**src/rtl/uart_frame_packer.sv**
```systemverilog
// Packs 16-bit sample words into framed bytes (HDR0 HDR1 SEQ LEN payload CHK) for the TX FIFO.
// Define UART_PACK_CRC8_EN to use CRC-8 (poly 0x07) for CHK instead of the 8-bit modular sum.
module uart_frame_packer #(
  parameter int unsigned FRAME_SAMPLES = 16,
  parameter logic [7:0]  HDR0          = 8'hEB,
  parameter logic [7:0]  HDR1          = 8'h90
) (
  input  logic        clock,
  input  logic        reset,
  input  logic        enable,
  input  logic        sample_valid,
  input  logic [15:0] sample_data,
  output logic [7:0]  fifo_data8,
  output logic        fifo_wrreq,
  output logic        busy,
  output logic        frame_done,
  output logic        drop_pulse,
  output logic [15:0] drop_cnt
);

  localparam logic [7:0] Len     = 8'(2 * FRAME_SAMPLES);
  localparam logic [7:0] LastIdx = 8'(FRAME_SAMPLES - 1);

  typedef enum logic [2:0] {
    StIdle, StH0, StH1, StSeq, StLen, StHi, StLo, StChk
  } state_e;

  state_e      state_q;
  logic [15:0] hold_q, hold_d;
  logic        hold_full_q, hold_full_d;
  logic        drop;
  logic        consume;
  logic [7:0]  lo_q;
  logic [7:0]  seq_q;
  logic [7:0]  chk_q;
  logic [7:0]  idx_q;

  function automatic logic [7:0] chk_step(input logic [7:0] acc, input logic [7:0] b);
`ifdef UART_PACK_CRC8_EN
    logic [7:0] c;
    c = acc ^ b;
    for (int i = 0; i < 8; i++) begin
      c = c[7] ? ({c[6:0], 1'b0} ^ 8'h07) : {c[6:0], 1'b0};
    end
    return c;
`else
    return acc + b;
`endif
  endfunction

  assign consume = (state_q == StHi) && hold_full_q;
  assign busy    = (state_q != StIdle);

  // One-deep hold: a new sample may replace one being consumed in the same cycle.
  always_comb begin
    hold_d      = hold_q;
    hold_full_d = hold_full_q & ~consume;
    drop        = 1'b0;
    if (sample_valid && !(state_q == StIdle && !enable)) begin
      if (!hold_full_q || consume) begin
        hold_d      = sample_data;
        hold_full_d = 1'b1;
      end else begin
        drop = 1'b1;
      end
    end
  end

  always_ff @(posedge clock) begin
    if (reset) begin
      state_q     <= StIdle;
      hold_q      <= '0;
      hold_full_q <= 1'b0;
      lo_q        <= '0;
      seq_q       <= '0;
      chk_q       <= '0;
      idx_q       <= '0;
      fifo_data8  <= '0;
      fifo_wrreq  <= 1'b0;
      frame_done  <= 1'b0;
      drop_pulse  <= 1'b0;
      drop_cnt    <= '0;
    end else begin
      hold_q      <= hold_d;
      hold_full_q <= hold_full_d;
      drop_pulse  <= drop;
      if (drop && drop_cnt != 16'hFFFF) drop_cnt <= drop_cnt + 16'd1;
      fifo_wrreq <= 1'b0;
      frame_done <= 1'b0;
      unique case (state_q)
        StIdle: if (enable && hold_full_q) state_q <= StH0;
        StH0: begin
          fifo_data8 <= HDR0;
          fifo_wrreq <= 1'b1;
          state_q    <= StH1;
        end
        StH1: begin
          fifo_data8 <= HDR1;
          fifo_wrreq <= 1'b1;
          state_q    <= StSeq;
        end
        StSeq: begin
          fifo_data8 <= seq_q;
          fifo_wrreq <= 1'b1;
          chk_q      <= chk_step(8'h00, seq_q);
          idx_q      <= '0;
          state_q    <= StLen;
        end
        StLen: begin
          fifo_data8 <= Len;
          fifo_wrreq <= 1'b1;
          chk_q      <= chk_step(chk_q, Len);
          state_q    <= StHi;
        end
        StHi: begin
          if (hold_full_q) begin
            fifo_data8 <= hold_q[15:8];
            fifo_wrreq <= 1'b1;
            lo_q       <= hold_q[7:0];
            chk_q      <= chk_step(chk_q, hold_q[15:8]);
            state_q    <= StLo;
          end
        end
        StLo: begin
          fifo_data8 <= lo_q;
          fifo_wrreq <= 1'b1;
          chk_q      <= chk_step(chk_q, lo_q);
          idx_q      <= idx_q + 8'd1;
          state_q    <= (idx_q == LastIdx) ? StChk : StHi;
        end
        StChk: begin
          fifo_data8 <= chk_q;
          fifo_wrreq <= 1'b1;
          frame_done <= 1'b1;
          seq_q      <= seq_q + 8'd1;
          state_q    <= StIdle;
        end
        default: state_q <= StIdle;
      endcase
    end
  end

endmodule

```
**config.mk**
```make
export PLATFORM = sky130hd
export DESIGN_NAME = uart_frame_packer
export DESIGN_NICKNAME = d
export VERILOG_FILES = /design/src/rtl/uart_frame_packer.sv
export SDC_FILE = /design/constraint.sdc
export NUM_CORES = 1
export LEC_CHECK = 0
export BUFFER_PORTS_ARGS = -buffer_cell sky130_fd_sc_hd__buf_2
export CORE_ASPECT_RATIO = 1.25
export CORE_MARGIN = 3
export CORE_UTILIZATION = 60
export CTS_BUF_LIST = sky130_fd_sc_hd__clkbuf_4
export CTS_CLUSTER_SIZE = 25
export DETAILED_ROUTE_END_ITERATION = 8
export PLACE_DENSITY = 0.83
export SLEW_MARGIN = 20
export SYNTH_ARGS = -nofsm -noshare
export SYNTH_HDL_FRONTEND = slang
export SYNTH_SLANG_ARGS = --single-unit
```
**constraint.sdc**
```tcl
create_clock -name clock -period 3.35 [get_ports clock]
set_clock_uncertainty 0.15 [all_clocks]
set_input_delay 0.1675 -clock clock [delete_from_list [all_inputs] [get_ports clock]]
set_output_delay 0.1675 -clock clock [all_outputs]
set_load 0.01 [all_outputs]
```
# Word-level counts from Yosys, hierarchy flattened
# Index checks and enable logic that the tools add are counted.
op_classes:
  n_bitwise: 2
  n_reduce_logical: 20
  n_mux: 16
  n_eq_ne: 11
  n_addsub: 6
op_table:
  columns: ["cell", "count"]
  rows:
  - ["$pmux 8 s7", 1]
  - ["$pmux 8 s4", 1]
  - ["$pmux 3 s8", 1]
  - ["$add 16x1->16 const B", 1]
  - ["$add 8x1->8 const B", 2]
  - ["$add 8x8->8", 2]
  - ["$mux 8", 2]
  - ["$ne 16x16->1 const B", 1]
  - ["$pmux 8 s2", 1]
  - ["$eq 3x3->1 const B", 4]
  - ["$reduce_and 2->1", 5]
  - ["$add 8x6->8 const B", 1]
  - ["$eq 8x4->1 const B", 1]
  - ["$reduce_bool 7->1", 1]
  - ["$eq 3x2->1 const B", 2]
  - ["$mux 1", 6]
  - ["$mux 3", 2]
  - ["$reduce_or 6->1", 1]
  - ["$logic_and 1x1->1", 5]
  - ["$reduce_bool 4->1", 1]
  - ["$eq 3x1->1 const B", 1]
  - ["$logic_not 1->1", 3]
  - ["$logic_not 3->1", 1]
  - ["$reduce_bool 3->1", 1]
  - ["other kinds (8)", 8]
word_totals:
  wordCells: 67
  input_bits: 20
  ff_bits: 79

# Depth between registers and ports, before layout
depth:
  ltp_word: 6
  ltp_mapped: 12
  mapped_depth_nobuf: 10

# Least setup slack after synthesis
# No wires, ideal clock.
synth_path:
  kind: "register to register"
  start: "register state_q[2]"
  end: "register chk_q[4]"
  path_slack_ns: 0.549
  period_less_slack_ns: 2.801
  required_time_ns: 3.122
  path_stages_with_launch: 13
  n_path_buf: 2
  arrival_time_ns: 2.573
  setup_time_ns: 0.078
  cell_sequence: "dfxtp_1 buf_2 nand3b_1 clkbuf_1 nand2_1 nand2_1 ha_1 fa_1 a211oi_1 nor2_1 o41ai_1 a21oi_1 nor3_1"
synth_between:
  elab_chain_len: 3
  word_cells_on_any_way: 8
  cone_classes: "5 x eq/ne; 1 x mux; 2 x reduce/logical"
synth_rtl:
  columns: ["element", "line_no", "source"]
  rows:
  - ["start, declared", "28", "state_e state_q;"]
  - ["start signal, assigned", "71", "state_q <= StIdle;"]
  - ["start signal, assigned", "91", "StIdle: if (enable && hold_full_q) state_q <= StH0;"]
  - ["start signal, assigned", "95", "state_q <= StH1;"]
  - ["$eq 3x3->1 / $eq 3x2->1 (equally long branches)", "90", "unique case (state_q)"]
  - ["$reduce_bool 4->1 (no line) / $ne 2x2->1 (equally long branches)", null, null]
  - ["$reduce_and 2->1 (no line)", null, null]
  - ["end signal, assigned", "105", "chk_q <= chk_step(8'h00, seq_q);"]
  - ["end signal, assigned", "112", "chk_q <= chk_step(chk_q, Len);"]
  - ["end signal, assigned", "120", "chk_q <= chk_step(chk_q, hold_q[15:8]);"]
  - ["end, declared", "35", "logic [7:0] chk_q;"]
# Parallel ways exist; a longest one is shown, timed or not.
# A chain may end at the register's enable or synchronous reset.

# Final worst setup path
layout_path:
  start: "register state_q[0]"
  end: "register chk_q[4]"
# The elaborated chain is that of the path after synthesis.

==> flow_metrics.py <==
metrics = {
    "run_status": {
        "status": "completed",
    },
    "placement": {
        "preCtsSetupSlack_ns": 0.620,
        "dpl.hpwl_mm": 7.67,
        "gp_congestion": 0.951,
        "portBuffers": 47,
    },
    "floorplan": {
        "row_count": 33,
        "dieArea_sq_um": 8090,
        "core_area_sq_um": 6690,
        "die-height_um": 99.8,
        "initial_core_util_pct": 63.2,
        "ioPinCount": 48,
        "die_w_um": 81.0,
    },
    "global_route": {
        "grt_overflow_total": 0,
        "grt_pass1_vias": 3967,
        "antenna_found_initial": 0,
        "grt_max_degree": 55,
        "grt_pass1_wl_mm": 18.3,
        "grt_usage_pct": 28.9,
    },
    "layout": {
        "multi_input_area_sq_um": 2450,
        "fillCellCount": 559,
        "mostFrequentLayoutCells": "79 x dfxtp_1, 72 x nand2_1, 67 x nor2_1",
        "antennaDiodeCount": 0,
        "drive_gt1_share_pct": 14.3,
        "final_common_cell": "dfxtp_1",
        "layout.area.seq_sq_um": 1580,
        "area_growth_pct": 13.7,
        "fin_nets": 615,
        "fin_util_pct": 71.8,
    },
    "routing": {
        "detail-route-antenna-nets": 0,
        "vias": 4122,
        "drc": 0,
        "top_layer_used": "met4",
        "firstDrtPassIters": 5,
        "viasPerCell": 6.11,
        "routedLengthMet1_mm": 4.37,
        "wl_mm": 11.1,
        "wl_per_cell_um": 16.4,
        "dr_wl_met3_um": 633,
        "drtIter0Drc": 355,
        "dr_wl_met2_mm": 5.68,
    },
    "sta": {
        "maxSlewViolCount": 0,
        "max_freq_mhz": 355,
        "setup_violations": 0,
        "post-route-min-period_ns": 2.82,
        "rsz0062_at_grt": "false",
        "holdWs_ns": 0.217,
        "period_share_pct": 84.2,
        "setup_ws_ns": 0.530,
        "tightestPinTransition_ns": 0.986,
        "hold_viol": 0,
        "timing.setup.tns_ns": 0,
        "slew_headroom_pct": 34.3,
    },
    "setup_path": {
        "regToRegEndpoint": "chk_q[4]",
        "worstPathMaxFanout": 17,
        "required_ns": 3.55,
        "reg2reg_from": "state_q[0]",
        "cp.arrival_ns": 3.02,
        "start_kind": "flip-flop",
        "critPathCaptureType": "flip-flop",
        "critPathKind": "flip-flop to flip-flop",
        "reg2regPathDepth": 11,
        "rrSetupSlack_ns": 0.53,
    },
    "yosys": {
        "seq_area_frac_synth_pct": 37.4,
        "synth_edf_count": 0,
        "synth_ff_type": "dfxtp_1",
        "syn-num-nets": 561,
        "ys_types": 59,
        "avgSynthCellArea_sq_um": 7.98,
        "ys_seq_elements": 79,
        "synth_cells": 529,
        "ys_warn_count": 0,
        "syn-cell-area_sq_um": 4220,
        "async_reset_ff_share_pct": 0,
    },
    "hold_path": {
        "hp-start": "reset",
        "hold_depth": 2,
        "worst_hold_path.endpoint": "drop_cnt[10]",
        "hold_class": "input port to flip-flop",
    },
    "cts": {
        "cts_tree": "done",
        "cts_root_buf": "clkbuf_4",
        "numCtsBuffers": 9,
        "htreeDepth": 3,
        "clkLatencyLatePin_ns": 0.43,
        "post_cts_buffers": 0,
        "clk_path_buf_depth": 2,
        "cts_num_sinks": 79,
        "clkTransAtPathRegs_ns": 0.13,
    },
    "power": {
        "power_leakage_nw": 1.98,
        "finalPower_mw": 1.69,
        "power.density_nw_per_um2": 352,
        "ir_worst_vdd_mv": 0.256,
    },
    "job": {
        "maxCapViolations": 0,
    },
}
[sequential cells by signal (all words and copies together), names as in the netlist, 3 cells and up]
name	cells
chk_q	8
drop_cnt	16
fifo_data8	8
hold_q	16
idx_q	8
lo_q	8
seq_q	8
state_q	3
[Yosys cell counts (all sizes together), types with 8 or more instances]
library cell / number / area (sq um)
or3: 11 / 72.6
buf: 17 / 98.8
dfxtp: 79 / 1580
nand3: 23 / 133
nand4: 9 / 56.3
o21ai: 33 / 165
mux2i: 23 / 230
a21oi: 45 / 225
nor2: 68 / 258
inv: 12 / 45.0
a211oi: 8 / 60.1
ha: 11 / 138
clkbuf: 12 / 45.0
nor3: 12 / 60.1
nand2: 73 / 290
[worst max-delay path by stage]
| stage | slack [ns] | end | from |
|---|---|---|---|
| after CTS | 0.58 | chk_q[4] | state_q[0] |
| after global placement | 0.67 | chk_q[4] | state_q[0] |
| final | 0.53 | chk_q[4] | state_q[0] |
| after global routing | 0.34 | chk_q[4] | state_q[0] |
| after floorplan | 0.55 | chk_q[4] | state_q[2] |
| after detailed placement | 0.62 | chk_q[4] | state_q[0] |
[per-stage QoR]
| step | cells | cell area (sq um) |
|---|---|---|
| 3_5_place_dp | 641 | 4490 |
| 6_report | 675 | 4800 |
| 2_1_floorplan | 529 | 4220 |
| 5_1_grt | 675 | 4800 |
| 4_1_cts | 675 | 4800 |
| 3_3_place_gp | 641 | 4490 |
[per-layer routing]
| metal | up-vias | track usage [%] |
|---|---|---|
| met4 | 0 | 12.5 |
| li1 | 2013 | - |
| met3 | 30 | 4.85 |
| met5 | - | 0 |
| met1 | 1928 | 32.7 |
| met2 | 151 | 52.4 |
[area by class of cell]
type | instances | area share [%]
clock buffers | 10 | 1.56
clock inverters | 6 | 1.25
inverters | 12 | 0.937
multi-input cells | 409 | 51.1
flip-flops and latches | 79 | 32.9
well taps | 87 | 2.27
repair buffers | 72 | 10.0
[report_power, final]
group          internal, mW  switching (mW)  total [mW]
logic                0.0650          0.0816       0.147
clock network         0.234           0.335       0.569
registers             0.958          0.0169       0.975
[kinds of logic after synthesis]
| logic type | count (synthesis) | synth area share [%] |
|---|---|---|
| AOI/OAI and AO/OA | 135 | 20.0 |
| xor gates and xnor gates | 12 | 2.49 |
| and+or+nand+nor | 224 | 25.6 |
| muxes | 26 | 6.25 |
| adders and majority gates | 12 | 3.73 |
| DFF | 79 | 37.4 |
| buffers and inverters | 41 | 4.47 |
[worst max-delay path, cell delays in order (launching register included)]
cell and delay, ns:
dfxtp_1 0.35, buf_4 0.16, and3b_1 0.20, buf_4 0.21
nand2_1 0.08, nand2_1 0.08, fa_1 0.46, a211oi_1 0.33
nor2_1 0.12, o41ai_1 0.33, a21oi_1 0.11, nor3_1 0.17
[repair_timing]
action	CTS	global route
hold buffers	18	0
resized for setup	0	0
setup endpoints to repair	0	0
hold endpoints to repair	18	0
Note: power is estimated with default switching activity, not from simulation.
